File: src/rtl/cga_vram_fetch.sv
// CGA video-memory fetch sequencer: dot-clock sequence counter, VRAM
// character/attribute fetch, pipeline strobes and interleaved CPU slots.
module cga_vram_fetch #(
    parameter int ADDR_WIDTH = 14
) (
    input  logic                  clk,
    input  logic                  reset_n,
    input  logic                  hres_mode,
    input  logic                  grph_mode,
    input  logic [12:0]           crtc_addr,
    input  logic [4:0]            row_addr,
    input  logic                  display_enable,
    output logic [4:0]            clk_seq,
    output logic                  crtc_clk,
    output logic [ADDR_WIDTH-1:0] vram_addr,
    output logic                  vram_rd,
    output logic                  vram_we,
    output logic [7:0]            vram_wdata,
    input  logic [7:0]            vram_data,
    output logic                  vram_read_char,
    output logic                  vram_read_att,
    output logic                  charrom_read,
    output logic                  disp_pipeline,
    input  logic                  cpu_req,
    input  logic                  cpu_we,
    input  logic [ADDR_WIDTH-1:0] cpu_addr,
    input  logic [7:0]            cpu_wdata,
    output logic                  cpu_ack,
    output logic [7:0]            cpu_rdata
);

    typedef enum logic [1:0] {
        C_IDLE,
        C_ISSUE,
        C_ACK
    } cpu_st_t;

    cpu_st_t r_cst;
    cpu_st_t w_cst_nxt;

    logic       r_hres;
    logic       r_vid;
    logic       r_cpu_we;
    logic       r_ack_rd;
    logic [7:0] r_rdata;

    logic [4:0]            w_seq_nxt;
    logic                  w_hres_nxt;
    logic                  w_vid_nxt;
    logic [4:0]            w_p;
    logic [4:0]            w_last;
    logic                  w_vid_slot;
    logic                  w_cpu_slot;
    logic                  w_grant;
    logic [13:0]           w_vid14;
    logic [ADDR_WIDTH-1:0] w_vid_addr;
    logic                  w_unused;

    assign w_unused = ^row_addr[4:1];

    // Everything below describes the cycle about to start, so outputs register cleanly.
    always_comb begin
        w_seq_nxt  = clk_seq + 5'd1;
        w_hres_nxt = (w_seq_nxt == 5'd0) ? hres_mode : r_hres;
        w_p        = w_hres_nxt ? {1'b0, w_seq_nxt[3:0]} : w_seq_nxt;
        w_vid_nxt  = (w_p == 5'd0) ? display_enable : r_vid;
        w_last     = w_hres_nxt ? 5'd15 : 5'd31;
        w_vid_slot = w_vid_nxt && (w_p == 5'd0 || w_p == 5'd2);
        w_cpu_slot = (w_p == 5'd8) || (w_p == 5'd12)
                   || (!w_hres_nxt && (w_p == 5'd24 || w_p == 5'd28))
                   || (!w_vid_nxt && (w_p == 5'd0 || w_p == 5'd2));
        if (grph_mode)
            w_vid14 = {row_addr[0], crtc_addr[11:0], w_p[1]};
        else
            w_vid14 = {crtc_addr, w_p[1]};
        w_vid_addr = ADDR_WIDTH'(w_vid14);
    end

    always_comb begin
        w_cst_nxt = r_cst;
        w_grant   = 1'b0;
        unique case (r_cst)
            C_IDLE: begin
                if (w_cpu_slot && cpu_req) begin
                    w_grant   = 1'b1;
                    w_cst_nxt = C_ISSUE;
                end
            end
            C_ISSUE: w_cst_nxt = C_ACK;
            C_ACK:   w_cst_nxt = C_IDLE;
            default: w_cst_nxt = C_IDLE;
        endcase
    end

    always_ff @(posedge clk or negedge reset_n) begin
        if (!reset_n) begin
            clk_seq        <= '0;
            r_hres         <= 1'b0;
            r_vid          <= 1'b0;
            r_cst          <= C_IDLE;
            r_cpu_we       <= 1'b0;
            r_ack_rd       <= 1'b0;
            r_rdata        <= '0;
            crtc_clk       <= 1'b0;
            disp_pipeline  <= 1'b0;
            vram_read_char <= 1'b0;
            vram_read_att  <= 1'b0;
            charrom_read   <= 1'b0;
            vram_rd        <= 1'b0;
            vram_we        <= 1'b0;
            vram_addr      <= '0;
            vram_wdata     <= '0;
            cpu_ack        <= 1'b0;
        end else begin
            clk_seq        <= w_seq_nxt;
            r_hres         <= w_hres_nxt;
            r_vid          <= w_vid_nxt;
            r_cst          <= w_cst_nxt;
            crtc_clk       <= (w_p == w_last);
            disp_pipeline  <= (w_p == w_last);
            vram_read_char <= (w_p == 5'd1);
            vram_read_att  <= (w_p == 5'd3);
            charrom_read   <= (w_p == 5'd4);
            vram_rd        <= w_vid_slot || (w_grant && !cpu_we);
            vram_we        <= w_grant && cpu_we;
            if (w_vid_slot) begin
                vram_addr <= w_vid_addr;
            end else if (w_grant) begin
                vram_addr <= cpu_addr;
                r_cpu_we  <= cpu_we;
                if (cpu_we)
                    vram_wdata <= cpu_wdata;
            end
            cpu_ack  <= (r_cst == C_ISSUE);
            r_ack_rd <= (r_cst == C_ISSUE) && !r_cpu_we;
            if (r_ack_rd)
                r_rdata <= vram_data;
        end
    end

    // SRAM data arrives in the ack cycle; bypass it so rdata is valid with the ack.
    assign cpu_rdata = r_ack_rd ? vram_data : r_rdata;

endmodule

File: config.mk
export PLATFORM = sky130hd
export DESIGN_NAME = cga_vram_fetch
export DESIGN_NICKNAME = d
export VERILOG_FILES = /design/src/rtl/cga_vram_fetch.sv
export SDC_FILE = /design/constraint.sdc
export NUM_CORES = 1
export LEC_CHECK = 0
export BUFFER_PORTS_ARGS = -buffer_cell sky130_fd_sc_hd__clkbuf_2
export CORE_ASPECT_RATIO = 0.75
export CORE_UTILIZATION = 35
export DETAILED_ROUTE_END_ITERATION = 16
export PLACE_DENSITY = 0.66
export RECOVER_POWER = 100
export SKIP_LAST_GASP = 1
export SLEW_MARGIN = 20
export SYNTH_ARGS = -nofsm -noshare
export SYNTH_HDL_FRONTEND = slang
export SYNTH_SLANG_ARGS = --single-unit
File: constraint.sdc
create_clock -name clk -period 5.9 [get_ports clk]
set_clock_uncertainty 0.15 [all_clocks]
set_input_delay 0.59 -clock clk [delete_from_list [all_inputs] [get_ports clk]]
set_output_delay 0.59 -clock clk [all_outputs]
set_load 0.01 [all_outputs]
==> run metrics <==
highest achievable clock rate=~0.25 GHz; Net count, final=around 320; die width=between 90 and 100 um; First DRT Iteration DRCs=between 60 and 70; Total Routing Usage GR=between 10 and 15%; average wire per standard cell=about 14 um; setup repair after global routing missed its margin=no; Hold Fails Final Rpt=0; routed via count=approximately 1,700; PortBufs=93; commonest cells in the synthesized netlist=48 x dfrtp_1, 17 x mux2_2, 14 x o22ai_1, 10 x inv_1, 9 x a2bb2oi_2; total half-perimeter wirelength after legalization and detailed placement=between 3000 and 4000 um; register clock-pin slew on the reported worst setup and hold paths=roughly 0.1 ns; drt pass-1 iters=4; maxcap violations=1; Synth cell types=42; endpoint class of the critical path=flop; CTS tree=done; violations in the final reports=max-capacitance violations, max-slew violations; final std cells w/o fill=between 300 and 400; post-synthesis share of cell area spent on and, or, nand and nor gates=7.466%; Pins Over Slew Limit=63; post-synthesis share of cell area spent on xor and xnor gates=around 1.2%; area of the die=approximately 0.0066 mm^2; Slew headroom=-69.98%; worst min-delay path class=flop to flop; core box area=between 0.005 and 0.006 mm^2; adder and majority gate portion of the synthesized area=under 10%; master cell of the clock root buffer=clkbuf_8; initial standard-cell utilization of the core=approximately 37%; final critical path time including I/O delays and setup=~4.0 ns; fraction of synthesized area in multiplexers=10.24%; detailed-route vias per instance=between 4 and 5; worst setup timing slack at the placement stage=roughly 2.8 ns; synthesis warning total=0; type of the worst setup path=flop to flop; share of layout cells above drive strength 1=31.54%; fraction of post-synthesis cell area in the top cell type by area=54.30%; summed instance area of the synthesized netlist=approximately 0.0022 mm^2; via count of the first global-routing pass=1,566; number of flops mapped to enable cells by yosys=0; most common cell in the netlist=dfrtp_1; Synth Register Bits=48; cell types occupying the most area after synthesis=dfrtp_1 54%, mux2_2 8.7%, a2bb2oi_2 6.1%; global-route wire length before repair=roughly 7600 um; antenna cells=0; critical path fanouts, max=16; kind of start point of the critical path=flop; count of cells resized by post-cts repair=0; proportion of register bits with asynchronous set or reset after synthesis=100.0%; Worst Slack Setup Final=about 1.9 ns; drt total wl=between 4000 and 5000 um; number of endpoints failing setup at the final stage=0; proportion of synthesized chip area in sequential cells=between 50% and 60%; number of post-CTS setup repair buffers=0; clock insertion delay at the later pin of the skew report=roughly 0.30 ns; Most used DFF post-synth=dfrtp_1; gp weighted congestion=0.7825; clock net sink count=48; maximum resistive drop on vdd=0.1103 mV; total of fill cells in the finished design=roughly 610; outcome=finished with violations; share of the core filled with cells=between 40% and 50%; global route overflow=0; most area-hungry cell type in the Yosys netlist=dfrtp_1; Layout Area Growth over Synthesis=23.19%; total CTS buffers=5; pin count of the biggest net entering global routing=about 50; mean instance size in the synthesized netlist=between 10 and 15 um^2; antenna viol nets, final=0; number of instances in the synthesized netlist=about 170; antenna violations before repair=0; number of rows created at floorplan=24; # placed instances=between 300 and 400; static leakage=between 1 and 1.5 nW; total of hold buffers inserted after clock tree synthesis=0; dominant combinational cell family by area after synthesis=compound AO/OA/AOI/OAI gates; Register-to-Register Path Depth=6; Pwr per Cell Area=258.7 mW/mm^2; arrival time reported for the critical path endpoint=about 4 ns; post-route fraction of the period consumed by the critical path=about 67%; Synth Area in Compound Gates=between 10% and 20%; Bufs on Longest Clock Path=2; deepest level of the CTS H-tree=2; Final Power=about 0.00070 W; total negative slack for setup checks=0 ns; synthesized netlist net count=227; WP data required=around 6.0 ns; number of stages on the worst hold path=1; Top Ports=98; vertical die dimension=70.85 um; number of design rule violations left after detail routing=0; Slew @ Worst Pin=roughly 2.5 ns
placed cells by master (no fill, tap or decap), types with 3 or more instances in the layout:
master	synthesis	routed
inv_1	10	10
o22ai_1	14	14
clkbuf_2	0	50
dfrtp_1	48	48
a2bb2oi_1	3	3
a2bb2oi_2	9	9
mux2_2	17	10
a21bo_2	3	3
clkbuf_1	1	44
clkbuf_8	0	5
nor2b_1	4	4
nor2_1	4	4
nand2_1	5	5
ha_1	5	5
mux2_1	0	8
sequential cells by signal, indices dropped and copies added, names as in the netlist, 2 cells and up:
register,flops
r_rdata,8
r_cst,2
clk_seq,5
vram_wdata,8
vram_addr,14
per-stage QoR:
step | cell area (um^2) | hold WS, ns
2_1_floorplan | 2212 | 0.1444
3_3_place_gp | 2724 | 0.2728
3_5_place_dp | 2724 | 0.2756
4_1_cts | 2816 | 0.2437
5_1_grt | 2725 | 0.3197
6_report | 2725 | 0.2819
power by group:
group,switching [W],internal [W]
Sequential,0.0000160,0.000361
Clock,0.000115,0.0000841
Combinational,0.0000660,0.0000623
critical path, cell delays in order, from the launching register on:
cell and delay, ns:
dfrtp_1 0.49, ha_1 0.36, nand3_1 0.21, mux2_1 0.47, or3_1 0.64, a22oi_1 1.27
o2bb2a_1 0.32
area by class of cell:
cell class | instances | area (um^2) | share of cell area, %
clock buffer | 5 | 68.82 | 2.525
inverter | 10 | 37.54 | 1.377
clock inverter | 3 | 23.77 | 0.8724
tap | 78 | 97.59 | 3.581
timing repair buffer | 94 | 415.4 | 15.24
multi-input combinational | 100 | 880.8 | 32.32
sequential | 48 | 1201 | 44.08
worst paths after layout:
path                            startpoint             to  slack [ns]
worst max register to register  clk_seq[1]   vram_addr[1]        1.92
worst min register to register    r_cpu_we       r_ack_rd        0.28
max in group asynchronous          reset_n       r_cst[1]        3.14
min in group asynchronous          reset_n  vram_wdata[5]        1.02
worst max-delay path            clk_seq[1]   vram_addr[1]        1.92
worst min-delay path              r_cpu_we       r_ack_rd        0.28
layer usage:
| metal | track usage, % | routed length (um) | vias up | part of all wire, % |
|---|---|---|---|---|
| li1 | - | - | 798 | - |
| met1 | 21.80 | 2351 | 792 | 50 |
| met2 | 21.09 | 1984 | 55 | 42 |
| met3 | 4.731 | 349 | 5 | 7.4 |
| met4 | 4.103 | 36 | 0 | 0.76 |
| met5 | 0 | 0 | - | 0 |
cell families (layout without fill, tap and decap cells):
kind of cell	after synthesis	in the layout
AND/OR/NAND/NOR	28	28
multiplexers	20	20
adder cells (fa/ha/maj)	5	5
AO/OA/AOI/OAI	44	44
buffers and inverters	19	112
flip-flops	48	48
XOR/XNOR	3	3
(Power assumes the default switching activity.)
